[src/rtl/data_memory_sync_if.sv]
// Request/response bus of the synchronous data memory: the requester drives
// the master side, data_memory_sync implements the slave side.
interface data_memory_sync_if #(
    parameter int DATA_W = 8,
    parameter int ADDR_W = 8
);
    logic              req;
    logic              write;
    logic [ADDR_W-1:0] address;
    logic [DATA_W-1:0] writeData;
    logic              ready;
    logic [DATA_W-1:0] readData;
    logic              rvalid;
    logic              err;

    modport master (
        output req, write, address, writeData,
        input  ready, readData, rvalid, err
    );

    modport slave (
        input  req, write, address, writeData,
        output ready, readData, rvalid, err
    );
endinterface

[src/rtl/data_memory_sync.sv]
// Single-port synchronous data memory that self-initialises one word per cycle
// after reset, then serves reads (latency 1) and writes with range checking.
module data_memory_sync #(
    parameter int DATA_W = 8,
    parameter int ADDR_W = 8,
    parameter int DEPTH  = 32
) (
    input  logic              clk,
    input  logic              reset,
    data_memory_sync_if.slave bus
);
    localparam int                CNT_W     = $clog2(DEPTH + 1);
    localparam int                IDX_W     = (DEPTH > 1) ? $clog2(DEPTH) : 1;
    localparam logic [ADDR_W:0]   DEPTH_EXT = (ADDR_W + 1)'(DEPTH);
    localparam logic [CNT_W-1:0]  LAST_IDX  = CNT_W'(DEPTH - 1);

    typedef enum logic {S_INIT, S_RUN} state_t;

    state_t            r_state;
    state_t            w_state_next;
    logic [CNT_W-1:0]  r_cnt;
    logic [CNT_W-1:0]  w_cnt_next;
    logic [DATA_W-1:0] r_mem [DEPTH];
    logic [DATA_W-1:0] r_read_data;
    logic              r_rvalid;
    logic              r_err;

    logic              w_accept;
    logic              w_in_range;
    logic              w_mem_we;
    logic [IDX_W-1:0]  w_mem_idx;
    logic [IDX_W-1:0]  w_rd_idx;
    logic [DATA_W-1:0] w_mem_data;
    logic [DATA_W-1:0] w_init_data;
    int                w_init_mod;

    // Zero-extend the address so the compare stays unsigned and never wraps.
    assign w_in_range = ({1'b0, bus.address} < DEPTH_EXT);
    assign w_accept   = (r_state == S_RUN) && bus.req;
    assign w_rd_idx   = bus.address[IDX_W-1:0];

    // Init pattern: i mod 16, negated above index 16.
    always_comb begin
        w_init_mod  = int'(r_cnt) % 16;
        w_init_data = (int'(r_cnt) > 16) ? DATA_W'(-w_init_mod) : DATA_W'(w_init_mod);
    end

    // NOTE: every always_comb output gets a default first so no latch is inferred.
    always_comb begin
        w_state_next = r_state;
        w_cnt_next   = r_cnt;
        w_mem_we     = 1'b0;
        w_mem_idx    = w_rd_idx;
        w_mem_data   = bus.writeData;
        case (r_state)
            S_INIT: begin
                w_mem_we   = 1'b1;
                w_mem_idx  = r_cnt[IDX_W-1:0];
                w_mem_data = w_init_data;
                if (r_cnt == LAST_IDX) begin
                    w_state_next = S_RUN;
                    w_cnt_next   = '0;
                end else begin
                    w_cnt_next = r_cnt + CNT_W'(1);
                end
            end
            S_RUN: w_mem_we = w_accept && bus.write && w_in_range;
            default: w_state_next = S_INIT;
        endcase
    end

    // NOTE: sequential state uses non-blocking assignments only.
    always_ff @(posedge clk or posedge reset) begin
        if (reset) begin
            r_state <= S_INIT;
            r_cnt   <= '0;
        end else begin
            r_state <= w_state_next;
            r_cnt   <= w_cnt_next;
        end
    end

    // NOTE: the array has no reset; its contents come only from the init sweep.
    always_ff @(posedge clk) begin
        if (w_mem_we) begin
            r_mem[w_mem_idx] <= w_mem_data;
        end
    end

    always_ff @(posedge clk or posedge reset) begin
        if (reset) begin
            r_read_data <= '0;
            r_rvalid    <= 1'b0;
            r_err       <= 1'b0;
        end else begin
            r_rvalid <= w_accept && !bus.write && w_in_range;
            r_err    <= w_accept && !w_in_range;
            if (w_accept && !bus.write) begin
                r_read_data <= w_in_range ? r_mem[w_rd_idx] : '0;
            end
        end
    end

    assign bus.ready    = (r_state == S_RUN);
    assign bus.readData = r_read_data;
    assign bus.rvalid   = r_rvalid;
    assign bus.err      = r_err;
endmodule

[src/flat_wrapper.sv]
// flat-port wrapper written by rule: the top's interface ports become plain ports
module data_memory_sync_flat 
#(
    parameter int DATA_W = 8,
    parameter int ADDR_W = 8,
    parameter int DEPTH  = 32
)
  (clk, reset, bus_req, bus_write, bus_address, bus_writeData, bus_ready, bus_readData, bus_rvalid, bus_err);
  data_memory_sync_if #(.DATA_W(DATA_W), .ADDR_W(ADDR_W)) bus_i ();
  input  logic clk;
  input  logic reset;
  input wire logic [$bits(bus_i.req)-1:0] bus_req;
  input wire logic [$bits(bus_i.write)-1:0] bus_write;
  input wire logic [$bits(bus_i.address)-1:0] bus_address;
  input wire logic [$bits(bus_i.writeData)-1:0] bus_writeData;
  output wire logic [$bits(bus_i.ready)-1:0] bus_ready;
  output wire logic [$bits(bus_i.readData)-1:0] bus_readData;
  output wire logic [$bits(bus_i.rvalid)-1:0] bus_rvalid;
  output wire logic [$bits(bus_i.err)-1:0] bus_err;
  assign bus_i.req = bus_req;
  assign bus_i.write = bus_write;
  assign bus_i.address = bus_address;
  assign bus_i.writeData = bus_writeData;
  assign bus_ready = bus_i.ready;
  assign bus_readData = bus_i.readData;
  assign bus_rvalid = bus_i.rvalid;
  assign bus_err = bus_i.err;
  data_memory_sync #(.DATA_W(DATA_W), .ADDR_W(ADDR_W), .DEPTH(DEPTH)) u_core (.clk(clk), .reset(reset), .bus(bus_i));
endmodule
[config.mk]
export PLATFORM = sky130hd
export DESIGN_NAME = data_memory_sync_flat
export DESIGN_NICKNAME = d
export VERILOG_FILES = /design/src/rtl/data_memory_sync_if.sv /design/src/rtl/data_memory_sync.sv /design/src/flat_wrapper.sv
export SDC_FILE = /design/constraint.sdc
export NUM_CORES = 1
export LEC_CHECK = 0
export CAP_MARGIN = 40
export CORE_UTILIZATION = 33
export CTS_CLUSTER_DIAMETER = 200
export CTS_CLUSTER_SIZE = 25
export DETAILED_ROUTE_END_ITERATION = 10
export DONT_BUFFER_PORTS = 1
export HOLD_SLACK_MARGIN = 0.08
export SETUP_SLACK_MARGIN = 0.15
export SYNTH_ARGS = -nofsm -noshare
export SYNTH_HDL_FRONTEND = slang
export SYNTH_SLANG_ARGS = --single-unit
[constraint.sdc]
create_clock -name clk -period 4.55 [get_ports clk]
set_clock_uncertainty 0.2 [all_clocks]
set_input_delay 0.455 -clock clk [delete_from_list [all_inputs] [get_ports clk]]
set_output_delay 0.455 -clock clk [all_outputs]
set_load 0.005 [all_outputs]
After elaboration in Yosys (flattened, before gate mapping) --
Memory sizes are Yosys's and may differ from the RTL's. Index checks and enable logic that the tools add are counted.
Storage, ports and cells: bits in registers 17, RAM bits 256, input bits 20, output and inout port bits 11, word-level logic and storage cells 30, memories kept 1
Cells by class: add/sub/neg operators 2, $lt $le $gt $ge 2, equal/unequal tests 1, multiplexer cells 10, bitwise gates (word level) 1, reductions and logical operators 8
Memory list:
- u_core.r_mem | words 32, width 8, rd ports 1, clocked after Yosys merged registers in 0, write ports 1, RTL line data_memory_sync.sv:23 | logic [DATA_W-1:0] r_mem [DEPTH];
Operators by type and width (number):
- $mux 8 | 3
- $lt 8x6->1 const B | 1
- $neg 4->8 | 1
- $add 6x1->6 const B | 1
- $eq 6x5->1 const B | 1
- $gt 6x5->1 const B | 1
- $logic_and 1x1->1 | 6
- $mux 6 | 1
- $mux 5 | 1
- $mux 1 | 4
- $logic_not 1->1 | 2
- $pmux 1 s2 | 1
- $not 1->1 | 1

Depth between registers and ports, before layout --
word-level depth 6, mapped depth 9, gate-level depth less buffers 7

Worst setup path before layout --
OpenSTA, ideal clock, no wires.
path kind register to register, start point register u_core.r_cnt[0], end point memory u_core.r_mem[0][3] (data pin), setup time 454 ps, data arrival time 2899 ps, data required time 3896 ps, setup slack 997 ps, stages on the path, launching flop included 8, buffers on the path 1, period minus slack after synthesis 3553 ps, cell sequence dfrtp_1 > clkbuf_1 > inv_1 > ha_1 > or3b_2 > a21oi_2 > mux2i_1 > o21ai_0
Between the ends: longest elaborated chain between the ends 3, elaborated cells between the ends (all ways) 4, classes of those cells 1 x add/sub; 1 x order compare; 2 x mux
Ends and longest elaborated chain:
- start: declaration | RTL line data_memory_sync.sv:21 | logic [CNT_W-1:0] r_cnt;
- start signal: assignment | RTL line data_memory_sync.sv:79 | r_cnt <= w_cnt_next;
- $gt 6x5->1 or $neg 4->8 (tied branches) | RTL line data_memory_sync.sv:45 | w_init_data = (int'(r_cnt) > 16) ? DATA_W'(-w_init_mod) : DATA_W'(w_init_mod);
- $mux 8 (*) | RTL line data_memory_sync.sv:45
- $mux 8 (*) | RTL line data_memory_sync.sv:55 | case (r_state)
- via u_core.w_mem_data[3] | RTL line data_memory_sync.sv:33 | logic [DATA_W-1:0] w_mem_data;
- end: declaration | RTL line data_memory_sync.sv:23
Mark *: on every way through the listed nets, which the timed path passes. The rest lies on a longest branch.

Final worst setup path --
start point register u_core.r_cnt[1], end point memory u_core.r_mem[21][1] (data pin)
The elaborated chain is that of the path after synthesis.

==> impl_metrics.csv <==
group,metric,value,unit
cts,clkTransAtPathRegs,0.10,ns
critical_path,rr_worst_depth,7,
floorplanning,die_w,186,microns
timing,worst_slew_pin_slew,0.984,ns
finish,n_antenna_cell,0,
cts,cts_htree_levels,1,
finish,syn2layout_area_growth,9.10,%
logic_synthesis,synth-xor-area-share,0.00236,
global_routing,grt_use_total,0.142,
placed_design,post-place-ws,1.39,ns
detailed_routing,routed_via_density,5.12,
logic_synthesis,synthSimpleGateAreaFrac,0.0464,
timing,min_period,3.24,ns
logic_synthesis,synthAdderAreaFrac,0.00336,
run_status,status,"complete, no violations",
placed_design,routabilityCongestion,0.854,
power_and_ir_drop,switching_power,0.867,mW
placed_design,io_buffers,0,
floorplanning,placementRows,66,
cts,cts.sinks,273,
cts,cts_tree,"done",
critical_path,startpoint_type,"register",
logic_synthesis,synth_fp_nets,657,
timing,clock.fmax,309,MHz
critical_path,cp_num_buf_inv,2,
logic_synthesis,synth-compound-area-share,0.0602,
timing,fin_crit_sh,0.712,
finish,fin_nets,664,
hold_path,whs_path_depth,2,
finish,register_area,8110,sq um
hold_path,hp-class,"in -> reg",
floorplanning,die_h,186,microns
logic_synthesis,yosysWarnings,0,
logic_synthesis,synthCells,634,
global_routing,antenna_found_initial,0,
floorplanning,die-area,34500,sq um
finish,drive_above_1_share,0.156,
critical_path,critPathSlowestCell,"o21ai_2",
detailed_routing,vias,5589,
logic_synthesis,netlist.area_leader.share,0.689,
global_routing,grt_max_degree,101,
finish,multi_input_area,2810,sq um
floorplanning,io_pins,31,
logic_synthesis,ys_seq_elements,273,
critical_path,worstSetupPathType,"reg -> reg",
timing,rsz0062_at_grt,"no",
timing,setup_tns,0,ns
cts,cts_setup_buffers,0,
detailed_routing,wirelength,23900,microns
power_and_ir_drop,total_power,4.34,mW
timing,drv_slew,0,
critical_path,critPathMaxFanout,25,
flow_run,cap_viol_max_count,0,
global_routing,first_global_vias,5557,
power_and_ir_drop,p_comb_frac,0.046,
logic_synthesis,ys_seq_area_frac,0.727,
detailed_routing,drc,0,
power_and_ir_drop,p_per_area,356,nW/um^2
critical_path,crit_family,"compound AO/OA/AOI/OAI gates",
logic_synthesis,synth_top_family_by_area,"multiplexers",
power_and_ir_drop,ir_worst_vdd,0.179,mV
finish,num-fill-cells,3091,
logic_synthesis,yosysUniqueCellTypes,45,
logic_synthesis,synthMuxAreaShare,0.136,
cts,cts_made_buffers,14,
critical_path,critical-path-max-stage-delay,0.77,ns
critical_path,required,4.70,ns
critical_path,crit_cells,7,
global_routing,grt_remaining_overflow,0,
power_and_ir_drop,seqPwrFrac,0.635,
logic_synthesis,synth-edff-count,256,
detailed_routing,wl_per_cell,21.9,microns
logic_synthesis,yosys-top-cells-area,"edfxtp_1, mux4_2, mux2i_1",
power_and_ir_drop,swShare,0.200,
floorplanning,start_util,0.339,
power_and_ir_drop,p_leak,3.98,nW
logic_synthesis,synth_area_leader_cell,"edfxtp_1",
detailed_routing,ant_nets,0,
timing,hold_violations,0,
global_routing,grt_pass1_wl,35600,microns
placed_design,dp_hpwl,14800,microns
critical_path,path_cells,"inv_1, ha_1, or3b_2, a21oi_2, a21oi_1, o21ai_2, buf_4",
timing,worst_slack,1.31,ns
detailed_routing,drt_iter0_drc,461,
critical_path,crit_path_end_kind,"register",
power_and_ir_drop,intPower,3.47,mW
logic_synthesis,synth_area_per_cell,17.6,sq um
power_and_ir_drop,pwr-share-clk,0.319,
cts,clk_path_buf_depth,3,
logic_synthesis,synth_area,11200,sq um
logic_synthesis,synth_ff_type,"edfxtp_1",
floorplanning,core-area,32900,sq um
timing,setup_viol,0,
cts,cts_root_buf,"clkbuf_16",
critical_path,cp.arrival,3.38,ns
cts,clock_latency,0.49,ns
detailed_routing,firstDrtPassIters,5,
logic_synthesis,ys_async_sr_fraction,0.0623,
timing,slew_headroom,0.344,
-- power by group through the flow --
stage	combinational (mW)	clock (mW)	sequential, mW
after floorplan	0.172	0	2.81
after global placement	0.188	0	2.81
after detailed placement	0.195	0	2.81
after CTS	0.201	1.41	2.75
after global routing	0.215	1.50	2.75
final	0.200	1.38	2.75
-- registers in the layout, indices dropped and copies added (netlist names) --
name,count
u_core.bus.err,1
u_core.bus.ready,1
u_core.bus.readData,8
u_core.r_mem,256
u_core.bus.rvalid,1
u_core.r_cnt,6
-- cells in the mapped netlist (3+ instances only) --
master    number
edfxtp_1     256
mux2i_1       68
nor2_1        41
nand2_1       39
mux4_2        32
a21oi_1       23
a22oi_1       18
dfrtp_1       17
clkbuf_1      15
nand3_1       11
nor2b_1       11
mux2_2        10
a22o_1         8
buf_6          7
inv_1          7
a211oi_1       6
a221oi_2       6
buf_2          6
o21ai_0        6
o41ai_2        6
nor3_1         4
o31ai_1        4
buf_1          3
buf_4          3
ha_1           3
-- worst paths after layout --
kind / startpoint / end / slack, ns
min in group asynchronous: reset / u_core.r_cnt[3] / 0.31
hold reg to reg: u_core.bus.readData[7] / u_core.bus.readData[7] / 0.32
hold / removal: bus_address[6] / u_core.bus.readData[1] / 0.11
setup reg to reg: u_core.r_cnt[1] / u_core.r_mem[21][1] / 1.31
max in group asynchronous: reset / u_core.bus.readData[5] / 3.39
setup / recovery: u_core.r_cnt[1] / u_core.r_mem[21][1] / 1.31
-- what timing repair did --
action                     in CTS  in global routing
hold endpoints to repair       21                  0
resized for setup               0                  0
hold buffers                    8                  0
setup endpoints to repair       0                  0
-- per-layer routing --
layer,track usage,share of wire
met2,0.234,0.48
met4,0.0393,0.026
met3,0.0188,0.042
met5,0,0
met1,0.196,0.45
-- cells by family after synthesis --
kind of cell / count (synthesis)
AOI/OAI and AO/OA: 85
and+or+nand+nor: 116
buffers and inverters: 44
xor gates and xnor gates: 3
DFF: 273
muxes: 110
adders and majority gates: 3
-- cell usage in the layout (no fill, tap or decap), drive strengths merged, types with 2 or more instances in the layout --
cell,instances
a211oi,6
a21oi,24
a221oi,8
a22o,8
a22oi,18
buf,20
clkbuf,24
dfrtp,17
dlygate4sd3,8
edfxtp,256
ha,3
inv,7
mux2,10
mux2i,68
mux4,32
nand2,40
nand3,11
nor2,41
nor2b,11
nor3,4
o21ai,7
o22ai,2
o31ai,4
o41ai,6
xnor2,2
-- per-stage QoR --
| stage | utilization | hold slack [ns] | cells | cell area, sq um |
|---|---|---|---|---|
| finish | 0.370 | 0.109 | 1091 | 12200 |
| global route | 0.370 | 0.0981 | 1091 | 12200 |
| CTS | 0.370 | 0.0952 | 1090 | 12200 |
| detailed placement | 0.355 | 0.296 | 1058 | 11700 |
| global placement | 0.352 | 0.287 | 1046 | 11600 |
| floorplan | - | 0.181 | 634 | 11200 |
-- final cells by class --
cell class	count	area share
Tap cell	442	0.0454
Clock buffer	24	0.0344
Inverter	7	0.00216
Timing Repair Buffer	28	0.0205
Multi-Input combinational cell	317	0.231
Sequential cell	273	0.667
No activity file was read; power rests on OpenSTA's default activity.
